==> src/rtl/tx_serial_fila.sv <==
// Buffered 8N1 serial transmitter: a small byte FIFO feeding an LSB-first UART framer on TX.
// Define SERIAL_PARIDADE_EN to insert an even-parity bit (8E1 framing).
module tx_serial_fila #(
    parameter int CICLOS_POR_BIT    = 434,
    parameter int PROFUNDIDADE_FILA = 4
) (
    input  logic       clock,
    input  logic       reset,
    input  logic [7:0] dados,
    input  logic       escreve,
    output logic       TX,
    output logic       ocupado,
    output logic       fila_cheia,
    output logic       fila_vazia,
    output logic       fim_transmissao,
    output logic       erro_overflow
);

    localparam int PW = $clog2(PROFUNDIDADE_FILA);
    localparam int CW = $clog2(PROFUNDIDADE_FILA) + 1;
    localparam int BW = $clog2(CICLOS_POR_BIT);
    localparam logic [BW-1:0] BAUD_MAX = BW'(CICLOS_POR_BIT - 1);
    localparam logic [CW-1:0] CHEIA    = CW'(PROFUNDIDADE_FILA);

`ifdef SERIAL_PARIDADE_EN
    typedef enum logic [2:0] {OCIOSO, INICIO, DADOS, PARIDADE, PARADA} estado_t;
`else
    typedef enum logic [1:0] {OCIOSO, INICIO, DADOS, PARADA} estado_t;
`endif

    logic [7:0]    mem [PROFUNDIDADE_FILA];
    logic [PW-1:0] ptr_esc;
    logic [PW-1:0] ptr_lei;
    logic [CW-1:0] contagem;
    logic [CW-1:0] contagem_n;

    estado_t       estado;
    estado_t       estado_n;
    logic [BW-1:0] baud;
    logic [BW-1:0] baud_n;
    logic [2:0]    bit_idx;
    logic [2:0]    bit_idx_n;
    logic [7:0]    byte_tx;
    logic [7:0]    byte_tx_n;
    logic          tx_n;
    logic          fim_n;
    logic          pop;
    logic          aceita;
    logic          fim_bit;

    // Full is judged on the registered flag, so a pop on the same edge cannot rescue a write.
    assign aceita  = escreve && !fila_cheia;
    assign fim_bit = (baud == BAUD_MAX);

    always_comb begin
        contagem_n = contagem;
        case ({aceita, pop})
            2'b10:   contagem_n = contagem + CW'(1);
            2'b01:   contagem_n = contagem - CW'(1);
            default: contagem_n = contagem;
        endcase
    end

    always_comb begin
        estado_n  = estado;
        baud_n    = baud;
        bit_idx_n = bit_idx;
        byte_tx_n = byte_tx;
        tx_n      = TX;
        pop       = 1'b0;
        case (estado)
            OCIOSO: begin
                tx_n      = 1'b1;
                baud_n    = '0;
                bit_idx_n = '0;
                if (!fila_vazia) begin
                    pop       = 1'b1;
                    byte_tx_n = mem[ptr_lei];
                    tx_n      = 1'b0;
                    estado_n  = INICIO;
                end
            end
            INICIO: begin
                if (fim_bit) begin
                    baud_n    = '0;
                    bit_idx_n = '0;
                    tx_n      = byte_tx[0];
                    estado_n  = DADOS;
                end else begin
                    baud_n = baud + BW'(1);
                end
            end
            DADOS: begin
                if (fim_bit) begin
                    baud_n = '0;
                    if (bit_idx == 3'd7) begin
`ifdef SERIAL_PARIDADE_EN
                        tx_n     = ^byte_tx;
                        estado_n = PARIDADE;
`else
                        tx_n     = 1'b1;
                        estado_n = PARADA;
`endif
                    end else begin
                        bit_idx_n = bit_idx + 3'd1;
                        tx_n      = byte_tx[bit_idx + 3'd1];
                    end
                end else begin
                    baud_n = baud + BW'(1);
                end
            end
`ifdef SERIAL_PARIDADE_EN
            PARIDADE: begin
                if (fim_bit) begin
                    baud_n   = '0;
                    tx_n     = 1'b1;
                    estado_n = PARADA;
                end else begin
                    baud_n = baud + BW'(1);
                end
            end
`endif
            PARADA: begin
                if (fim_bit) begin
                    baud_n = '0;
                    // Chain straight into the next start bit when data is waiting.
                    if (!fila_vazia) begin
                        pop       = 1'b1;
                        byte_tx_n = mem[ptr_lei];
                        tx_n      = 1'b0;
                        estado_n  = INICIO;
                    end else begin
                        tx_n     = 1'b1;
                        estado_n = OCIOSO;
                    end
                end else begin
                    baud_n = baud + BW'(1);
                end
            end
            default: begin
                tx_n     = 1'b1;
                baud_n   = '0;
                estado_n = OCIOSO;
            end
        endcase
        fim_n = (estado_n == PARADA) && (baud_n == BAUD_MAX);
    end

    always_ff @(posedge clock) begin
        if (reset) begin
            estado          <= OCIOSO;
            baud            <= '0;
            bit_idx         <= '0;
            TX              <= 1'b1;
            ocupado         <= 1'b0;
            fim_transmissao <= 1'b0;
            ptr_esc         <= '0;
            ptr_lei         <= '0;
            contagem        <= '0;
            fila_cheia      <= 1'b0;
            fila_vazia      <= 1'b1;
            erro_overflow   <= 1'b0;
        end else begin
            estado          <= estado_n;
            baud            <= baud_n;
            bit_idx         <= bit_idx_n;
            TX              <= tx_n;
            ocupado         <= (estado_n != OCIOSO);
            fim_transmissao <= fim_n;
            contagem        <= contagem_n;
            fila_cheia      <= (contagem_n == CHEIA);
            fila_vazia      <= (contagem_n == '0);
            if (aceita) begin
                ptr_esc <= ptr_esc + PW'(1);
            end
            if (pop) begin
                ptr_lei <= ptr_lei + PW'(1);
            end
            if (escreve && fila_cheia) begin
                erro_overflow <= 1'b1;
            end
        end
    end

    // Storage carries no reset; pointers and count define which entries are valid.
    always_ff @(posedge clock) begin
        byte_tx <= byte_tx_n;
        if (aceita) begin
            mem[ptr_esc] <= dados;
        end
    end

endmodule

==> config.mk <==
export PLATFORM = sky130hd
export DESIGN_NAME = tx_serial_fila
export DESIGN_NICKNAME = d
export VERILOG_FILES = /design/src/rtl/tx_serial_fila.sv
export SDC_FILE = /design/constraint.sdc
export NUM_CORES = 1
export LEC_CHECK = 0
export BUFFER_PORTS_ARGS = -buffer_cell sky130_fd_sc_hd__buf_2
export CORE_MARGIN = 4
export CORE_UTILIZATION = 40
export CTS_BUF_LIST = sky130_fd_sc_hd__clkbuf_4 sky130_fd_sc_hd__clkbuf_8 sky130_fd_sc_hd__clkbuf_16
export DETAILED_ROUTE_END_ITERATION = 12
export PLACE_DENSITY = 0.58
export SLEW_MARGIN = 20
export SYNTH_ARGS = -nofsm -noshare
export SYNTH_HDL_FRONTEND = slang
export SYNTH_SLANG_ARGS = --single-unit
==> constraint.sdc <==
create_clock -name clock -period 3.5 [get_ports clock]
set_clock_uncertainty 0.1 [all_clocks]
set_input_delay 0.35 -clock clock [delete_from_list [all_inputs] [get_ports clock]]
set_output_delay 0.35 -clock clock [all_outputs]
set_load 0.005 [all_outputs]
# ---- After elaboration in Yosys (flattened, before gate mapping)
# Memories as Yosys holds them, arrays and structs flattened. A register that Yosys moved wholly into a read port is not among the register bits.
# Index checks and enable logic that the tools add are counted.
dict set report totals {
  mem_bits_ro 0
  reg_bits 35
  ramBits 32
  in_bits 11
  output_inout_bits 6
  wordCells 80
  memories 1
  latch_bits 0
}
dict set report classes {
  mul 0
  div 0
  n_mux 32
  n_eq_ne 14
  shift 0
  n_addsub 6
  bitwise_logic 0
  reduce_logical 13
  n_lt_le_gt_ge 1
}
# name words width read_ports rd_clocked_by_memory_dff wr line
set memory_table {}
lappend memory_table {mem 4 8 1 1 1 31} ;# logic [7:0] mem [PROFUNDIDADE_FILA];
# operator count
set ops {}
lappend ops {{$eq 9x9->1 const B} 2}
lappend ops {{$pmux 9 s2} 1}
lappend ops {{$mux 8} 2}
lappend ops {{$pmux 8 s2} 1}
lappend ops {{$mux 2} 7}
lappend ops {{$mux 1} 11}
lappend ops {{$add 9x1->9 const B} 1}
lappend ops {{$mux 3} 3}
lappend ops {{$mux 9} 1}
lappend ops {{$pmux 3 s3} 1}
lappend ops {{$eq 2x2->1 const B} 4}
lappend ops {{$ne 2x2->1 const B} 4}
lappend ops {{$pmux 2 s4} 1}
lappend ops {{$add 3x1->3 const B} 2}
lappend ops {{$eq 3x3->1 const B} 2}
lappend ops {{$pmux 3 s2} 1}
lappend ops {{$add 2x1->2 const B} 2}
lappend ops {{$eq 2x1->1 const B} 2}
lappend ops {{$lt 3x4->1 const B} 1}
lappend ops {{$pmux 1 s4} 1}
lappend ops {{$reduce_and 4->1} 1}
lappend ops {{$reduce_bool 2->1} 2}
lappend ops {{$bmux 1 s3} 1}
lappend ops {{$logic_and 1x1->1} 3}
lappend ops {{other kinds (9)} 9}

# ---- Longest topological paths before layout
# Gate-level depths: netlist (run 1).
dict set report logic_depth {
  depth_word 6
  depth_mapped 14
  mapped_depth_nobuf 13
}

# ---- Worst setup path before layout (run 1)
# Ideal clock, no wire load.
dict set report synth_timing {
  kind {reg2reg}
  startpoint {register baud[0]}
  endpoint {register fila_vazia}
  period_less_slack_ns 2.556
  setup_ns 0.070
  t_arrival_ns 2.387
  path_slack_ns 0.944
  t_required_ns 3.330
  n_path_buf 1
  path_stages_with_launch 14
  cell_sequence {dfxtp_1 ha_1 and4b_1 buf_6 a31oi_1 nor3_1 ha_1 inv_1 fa_1 xor2_1 nor2_1 xnor2_1 nor2_1 a21oi_1}
}
dict set report synth_via {
  elab_chain_cells 6
  word_cells_on_any_way 7
  classes_between {eq/ne (3); mux (3); reduce/logical (1)}
}
# element line
set synth_lines {}
lappend synth_lines {{start: declaration} 39} ;# logic [BW-1:0] baud;
lappend synth_lines {{start signal: assignment} 165} ;# baud <= baud_n;
lappend synth_lines {{$eq 9x9->1 *} 53} ;# assign fim_bit = (baud == BAUD_MAX);
lappend synth_lines {{$mux 1 *} 124} ;# if (fim_bit) begin
lappend synth_lines {{$pmux 1 s2 *} 71} ;# case (estado)
lappend synth_lines {{$eq 2x1->1 or $eq 2x2->1 (tied branches)} 57} ;# case ({aceita, pop})
lappend synth_lines {{$pmux 3 s2 *} 57}
lappend synth_lines {{$logic_not 3->1 *} 172} ;# fila_vazia <= (contagem_n == '0);
lappend synth_lines {{end signal: assignment} 172}
lappend synth_lines {{end: declaration} 14} ;# output logic fila_vazia,
# Mark *: on every way between the ends. The rest lies on a longest branch, timed or not.
# A chain may end at the register's enable or synchronous reset.

# ---- Worst setup path in the final report (run 1)
# Ends and elaborated chain as after synthesis.

==> impl_metrics.toml, run 1 <==
[status]
status = "finished, final reports clean"

[placement]
place_congestion = 0.859
dpl.hpwl_um = 3480
portBuffers = 16

[worst_hold_path]
hold_path_depth = 1
hold_class = "in -> reg"

[synth]
synth_area_um2 = 2990
synth_top_cells_by_area = "edfxtp_1 (40%), dfxtp_1 (19%), mux4_2 (7.5%), ha_1 (5.9%), nor2_1 (3.6%)"
synthAdderAreaFrac = 0.0652
syn_area_per_cell_um2 = 13.0
ys_async_sr_fraction = 0
synth_nets = 257
synth_top_area_frac = 0.401
synth-seq-cells = 69
synth_edf_count = 40
synth-simple-area-share = 0.126
synthFlopType = "edfxtp_1"
synthXorXnorAreaFrac = 0.0380
ys_seq_area_frac = 0.595
synth-compound-area-share = 0.0543
synthMuxAreaShare = 0.0853
synth_top_family_by_area = "simple AND/OR/NAND/NOR gates"
yosysWarnings = 0
syn_inst = 231
synthDistinctLibCells = 42
yosys.area.top_type = "edfxtp_1"

[clocking]
cts_tree = "yes"
cts_root_buf = "clkbuf_8"
cts_buffers = 9
cts_resized = 0
path_clk_slew_ps = 90
cts_max_level = 3
insertion_delay_ps = 340
postCtsSetupBuffers = 0
clk_path_buf_depth = 2
cts_sinks = 69
holdBufCountCts = 0

[grt]
grt_pass1_vias = 1754
gr-max-usage-layer = "met2"
grt-ovfl-total = 0
antenna_found_initial = 0
grt_pass1_wl_um = 8400
grt_use_met2 = 0.206
grt.met3_usage = 0.0446
grt_usage = 0.126
grt.met1_usage = 0.151
grt_max_degree = 18

[worst_setup_path]
crit_path_max_fanout = 7
crit_path_end_kind = "flip-flop"
reg2reg_depth = 12
worstPathRequired_ps = 3670
cp_data_arrival_time_ps = 3010
worstSetupStartpointType = "flip-flop"
criticalPathCategory = "reg -> reg"

[layout]
fill_cells = 665
fin_nets = 276
utilization = 0.461
drive_above_1_share = 0.176
syn_to_final_growth_pct = 11.6
diodes = 0

[power_and_ir_drop]
ir_worst_vdd_mv = 0.307
p_per_area_nw_per_um2 = 661
leakage_nw = 1.19

[routing]
drt-wirelength-per-cell_um = 14.1
drt-initial-drc-count = 70
routed_wl_um = 4990
drc = 0
drt_first_pass_iters = 7
ant_nets = 0
num_vias = 1748
via_per_inst = 4.94

[sta]
finalHoldViolations = 0
slew_viol_final = 0
period_share = 0.812
rsz0062_at_grt = "false"
tns_ps = 0
period_needed_ps = 2840
timing.fmax_ghz = 0.352
setup_viol = 0
maxSlewHeadroom = 0.638
worst_pin_slew_ps = 542

[floorplanning]
coreArea_um2 = 7250
die_w_um = 94.5
initial_core_util = 0.413
die_h_um = 94.5
dieArea_um2 = 8930
row_count = 31
io_pins = 17

[job]
cap_violations = 0
[routing by layer]
metal	wire [um]	share of wire
met2	2380	0.48
met1	2330	0.47
met3	206	0.041
met4	78	0.016
met5	0	0
[report_power, final]
group | switching, W | total (W) | internal, W
Clock | 0.000339 | 0.000611 | 0.000272
Sequential | 0.0000952 | 0.00111 | 0.00102
Combinational | 0.000244 | 0.000484 | 0.000240
[cells by family (layout without fill, tap and decap cells)]
logic type	count (synthesis)	count (layout)
xor+xnor	13	13
flops	69	69
compound gates	24	24
fa+ha+maj	15	15
buf+inv	24	48
mux	13	13
simple gates	73	73
[area by class of cell]
| class | count | area (um2) | area share |
|---|---|---|---|
| Inverter | 15 | 56.3 | 0.0169 |
| Multi-Input combinational cell | 138 | 1100 | 0.331 |
| Sequential cell | 69 | 1780 | 0.533 |
| Clock buffer | 9 | 124 | 0.0371 |
| Clock inverter | 7 | 62.6 | 0.0187 |
| Tap cell | 99 | 124 | 0.0371 |
| Timing Repair Buffer | 17 | 87.6 | 0.0262 |
[metrics by stage]
stage	hold WS, ps	worst slack (ps)	area, um2	std cells	total power, W
2_1_floorplan	349	944	2990	231	0.00149
3_3_place_gp	344	738	3150	338	0.00161
3_5_place_dp	370	698	3150	338	0.00163
4_1_cts	91.6	661	3340	354	0.00225
5_1_grt	84.3	361	3340	354	0.00236
6_report	112	660	3340	354	0.00221
[worst max-delay path: stages (launching register included)]
cell	delay (ps)
dfxtp_1	430
ha_1	170
and4b_1	300
a31oi_1	140
nor3_1	310
ha_1	250
inv_1	60
fa_1	400
xor2_1	170
nor2_1	110
xnor2_1	150
nor2_1	70
a21oi_1	120
[synth_stat cells (all sizes together) (2+ instances only)]
cell    instances
a21boi          2
a21oi           6
a311o           2
a31oi           4
and2            8
and3            2
buf             4
clkbuf          5
dfxtp          29
edfxtp         40
ha             14
inv            15
mux2i           3
mux4           10
nand2           9
nand3           5
nor2           29
nor2b           3
nor3            6
o21ai           3
or4             2
xnor2           7
xor2            6
[worst paths after layout]
path,from,endpoint,slack [ps]
max reg2reg,baud[0],fila_vazia,660
max,baud[0],fila_vazia,660
min reg2reg,erro_overflow,erro_overflow,380
min,dados[3],mem[1][3],110
[cells in the final DEF, fill, tap and decap left out, types with 2 or more instances in the layout]
master	count
xor2_1	6
dfxtp_1	29
ha_1	14
xnor2_1	7
and3_1	2
mux2i_1	3
buf_2	16
a21boi_0	2
a31oi_1	4
o21ai_0	3
and2_1	8
clkbuf_8	9
clkinv_4	2
a311o_1	2
nand3_1	5
mux4_2	10
inv_6	3
nor2_1	29
nand2_1	9
inv_1	15
a21oi_1	6
nor3_1	6
edfxtp_1	40
nor2b_1	3
or4_1	2
[registers in the layout (all words and copies together), names as in the netlist, named ones only]
name,flops
mem,32
baud,9
byte_tx,8
bit_idx,3
contagem,3
estado,2
ptr_esc,2
ptr_lei,2
TX,1
erro_overflow,1
fila_cheia,1
fila_vazia,1
fim_transmissao,1
ocupado,1
Note: power is estimated with default switching activity, not from simulation.
==> inputs of run 2 (changes only) <==
--- a/config.mk
+++ b/config.mk
@@ -10,7 +10,7 @@
 export CORE_UTILIZATION = 40
 export CTS_BUF_LIST = sky130_fd_sc_hd__clkbuf_4 sky130_fd_sc_hd__clkbuf_8 sky130_fd_sc_hd__clkbuf_16
 export DETAILED_ROUTE_END_ITERATION = 12
-export PLACE_DENSITY = 0.58
+export PLACE_DENSITY = 0.6
 export SLEW_MARGIN = 20
 export SYNTH_ARGS = -nofsm -noshare
 export SYNTH_HDL_FRONTEND = slang
==> constraint.sdc (replaced) <==
create_clock -name clock -period 2.5 [get_ports clock]
set_clock_uncertainty 0.1 [all_clocks]
set_input_delay 0.25 -clock clock [delete_from_list [all_inputs] [get_ports clock]]
set_output_delay 0.25 -clock clock [all_outputs]
set_load 0.005 [all_outputs]
==> impl_metrics.toml, run 2 (synthesis gave the netlist of run 1 again) <==
[status]
status = "finished, final reports clean"

[floorplanning]
die_h_um = 94.5
initial_core_util = 0.413
row_count = 31
dieArea_um2 = 8930
die_w_um = 94.5
coreArea_um2 = 7250
io_pins = 17

[layout]
utilization = 0.483
syn_to_final_growth_pct = 17.1
largest_register = "mem"
multi_input_area_um2 = 1130
diodes = 0
fin_nets = 292
regArea_um2 = 1790
fill_cells = 670
layout_common_cells = "edfxtp_1 (40), nor2_1 (29), dfxtp_1 (26), buf_4 (17), buf_2 (16)"
largest_reg_flops = 32
top_regs = "mem: 32 flops, baud: 9 flops, byte_tx: 8 flops"
layout_commonest_cell = "edfxtp_1"
drive_above_1_share = 0.262

[worst_setup_path]
crit_top_cell = "inv_2"
crit_path_end_kind = "flip-flop"
worstPathRequired_ps = 2660
rrSetupSlack_ps = 20
criticalPathCategory = "reg -> reg"
cp_data_arrival_time_ps = 2650
slowest_stage = "dfxtp_2"
crit_path_max_fanout = 2
cpPeakStageDelay_ps = 330
cp.buffers_inverters = 3
worstSetupStartpointType = "flip-flop"
worstPathCellList = "inv_2, ha_4, and4b_1, a31oi_2, nor3_2, ha_2, inv_2, fa_2, xor2_1, nor2_1, xnor2_1, buf_4, nor3_1"
cp_top_family = "simple AND/OR/NAND/NOR gates"

[clocking]
clk_path_buf_depth = 2
cts_buffers = 9
cts_tree = "yes"
insertion_delay_ps = 330
holdBufCountCts = 0
cts_max_level = 3
path_clk_slew_ps = 80
cts_sinks = 69
cts_root_buf = "clkbuf_8"

[sta]
timing.fmax_ghz = 0.402
period_needed_ps = 2480
finalHoldViolations = 0
period_share = 0.994
rsz0062_at_grt = "true"
holdWs_ps = 24.6
tns_ps = 0
slew_viol_final = 0
maxSlewHeadroom = 0.632
worst_pin_slew_ps = 552
setup_viol = 0

[job]
cap_violations = 0

[grt]
grt.met3_usage = 0.0422
grt-ovfl-total = 0
antenna_found_initial = 0
gr-max-usage-layer = "met2"
grt_max_degree = 18
grt_pass1_vias = 1848
grt_pass1_wl_um = 8650
grt_use_met2 = 0.205
grt_usage = 0.129
grt.met1_usage = 0.161

[routing]
drt-wirelength-per-cell_um = 13.6
ant_nets = 0
drc = 0
routed_wl_um = 5030
drt-initial-drc-count = 73
via_per_inst = 4.83
drt_first_pass_iters = 5
num_vias = 1787

[placement]
place_congestion = 0.832
portBuffers = 16
dpl.hpwl_um = 3540

[worst_hold_path]
hold_class = "in -> reg"

[power_and_ir_drop]
p_per_area_nw_per_um2 = 917
leakage_nw = 1.28
ir_worst_vdd_mv = 0.570
==> run 2: worst reg2reg max path, stage by stage, from the launching register on <==
cell and delay, ps:
dfxtp_2 330, inv_2 60, ha_4 110, and4b_1 220
a31oi_2 120, nor3_2 240, ha_2 230, inv_2 40
fa_2 320, xor2_1 140, nor2_1 140, xnor2_1 110
buf_4 140, nor3_1 140
==> run 2: path summary, 6_finish.rpt <==
kind / startpoint / end / cells after the start
max: baud[1] / fila_cheia / 13
min: dados[6] / mem[2][6] / 1
max reg2reg: baud[1] / fila_cheia / 13
min reg2reg: erro_overflow / erro_overflow / 2
==> run 2: metrics by stage <==
stage	instance area [um2]	total power, W	instances	setup slack (ps)
after floorplan	3000	0.00209	231	25.5
after global placement	3270	0.00231	353	81.6
after detailed placement	3270	0.00232	353	-8.75
after CTS	3470	0.00322	369	2.28
after global routing	3500	0.00343	370	-154
final	3500	0.00321	370	15.3
==> run 2: cell type report <==
| cell class | count | share of cell area |
|---|---|---|
| Sequential cell | 69 | 0.509 |
| Multi-Input combinational cell | 138 | 0.323 |
| Timing Repair Buffer | 33 | 0.0593 |
| Clock buffer | 9 | 0.0353 |
| Tap cell | 99 | 0.0353 |
| Clock inverter | 7 | 0.0211 |
| Inverter | 15 | 0.0161 |
==> run 2: report_power, final <==
group / internal, W / switching [W]
logic: 0.000401 / 0.000363
registers: 0.00143 / 0.000132
clock network: 0.000463 / 0.000425
==> run 2: routing by layer <==
layer	vias up	part of all wire	wire, um
met1	854	0.47	2370
li1	902	-	-
met5	-	0	0
met2	29	0.48	2440
met4	0	0.0074	37
met3	2	0.037	185
==> run 2: what timing repair did <==
item                                    4_1_cts  5_1_grt
resized for setup                             1        9
pin swaps                                     0        8
setup buffers                                 0        1
endpoints found under the setup margin        1        3
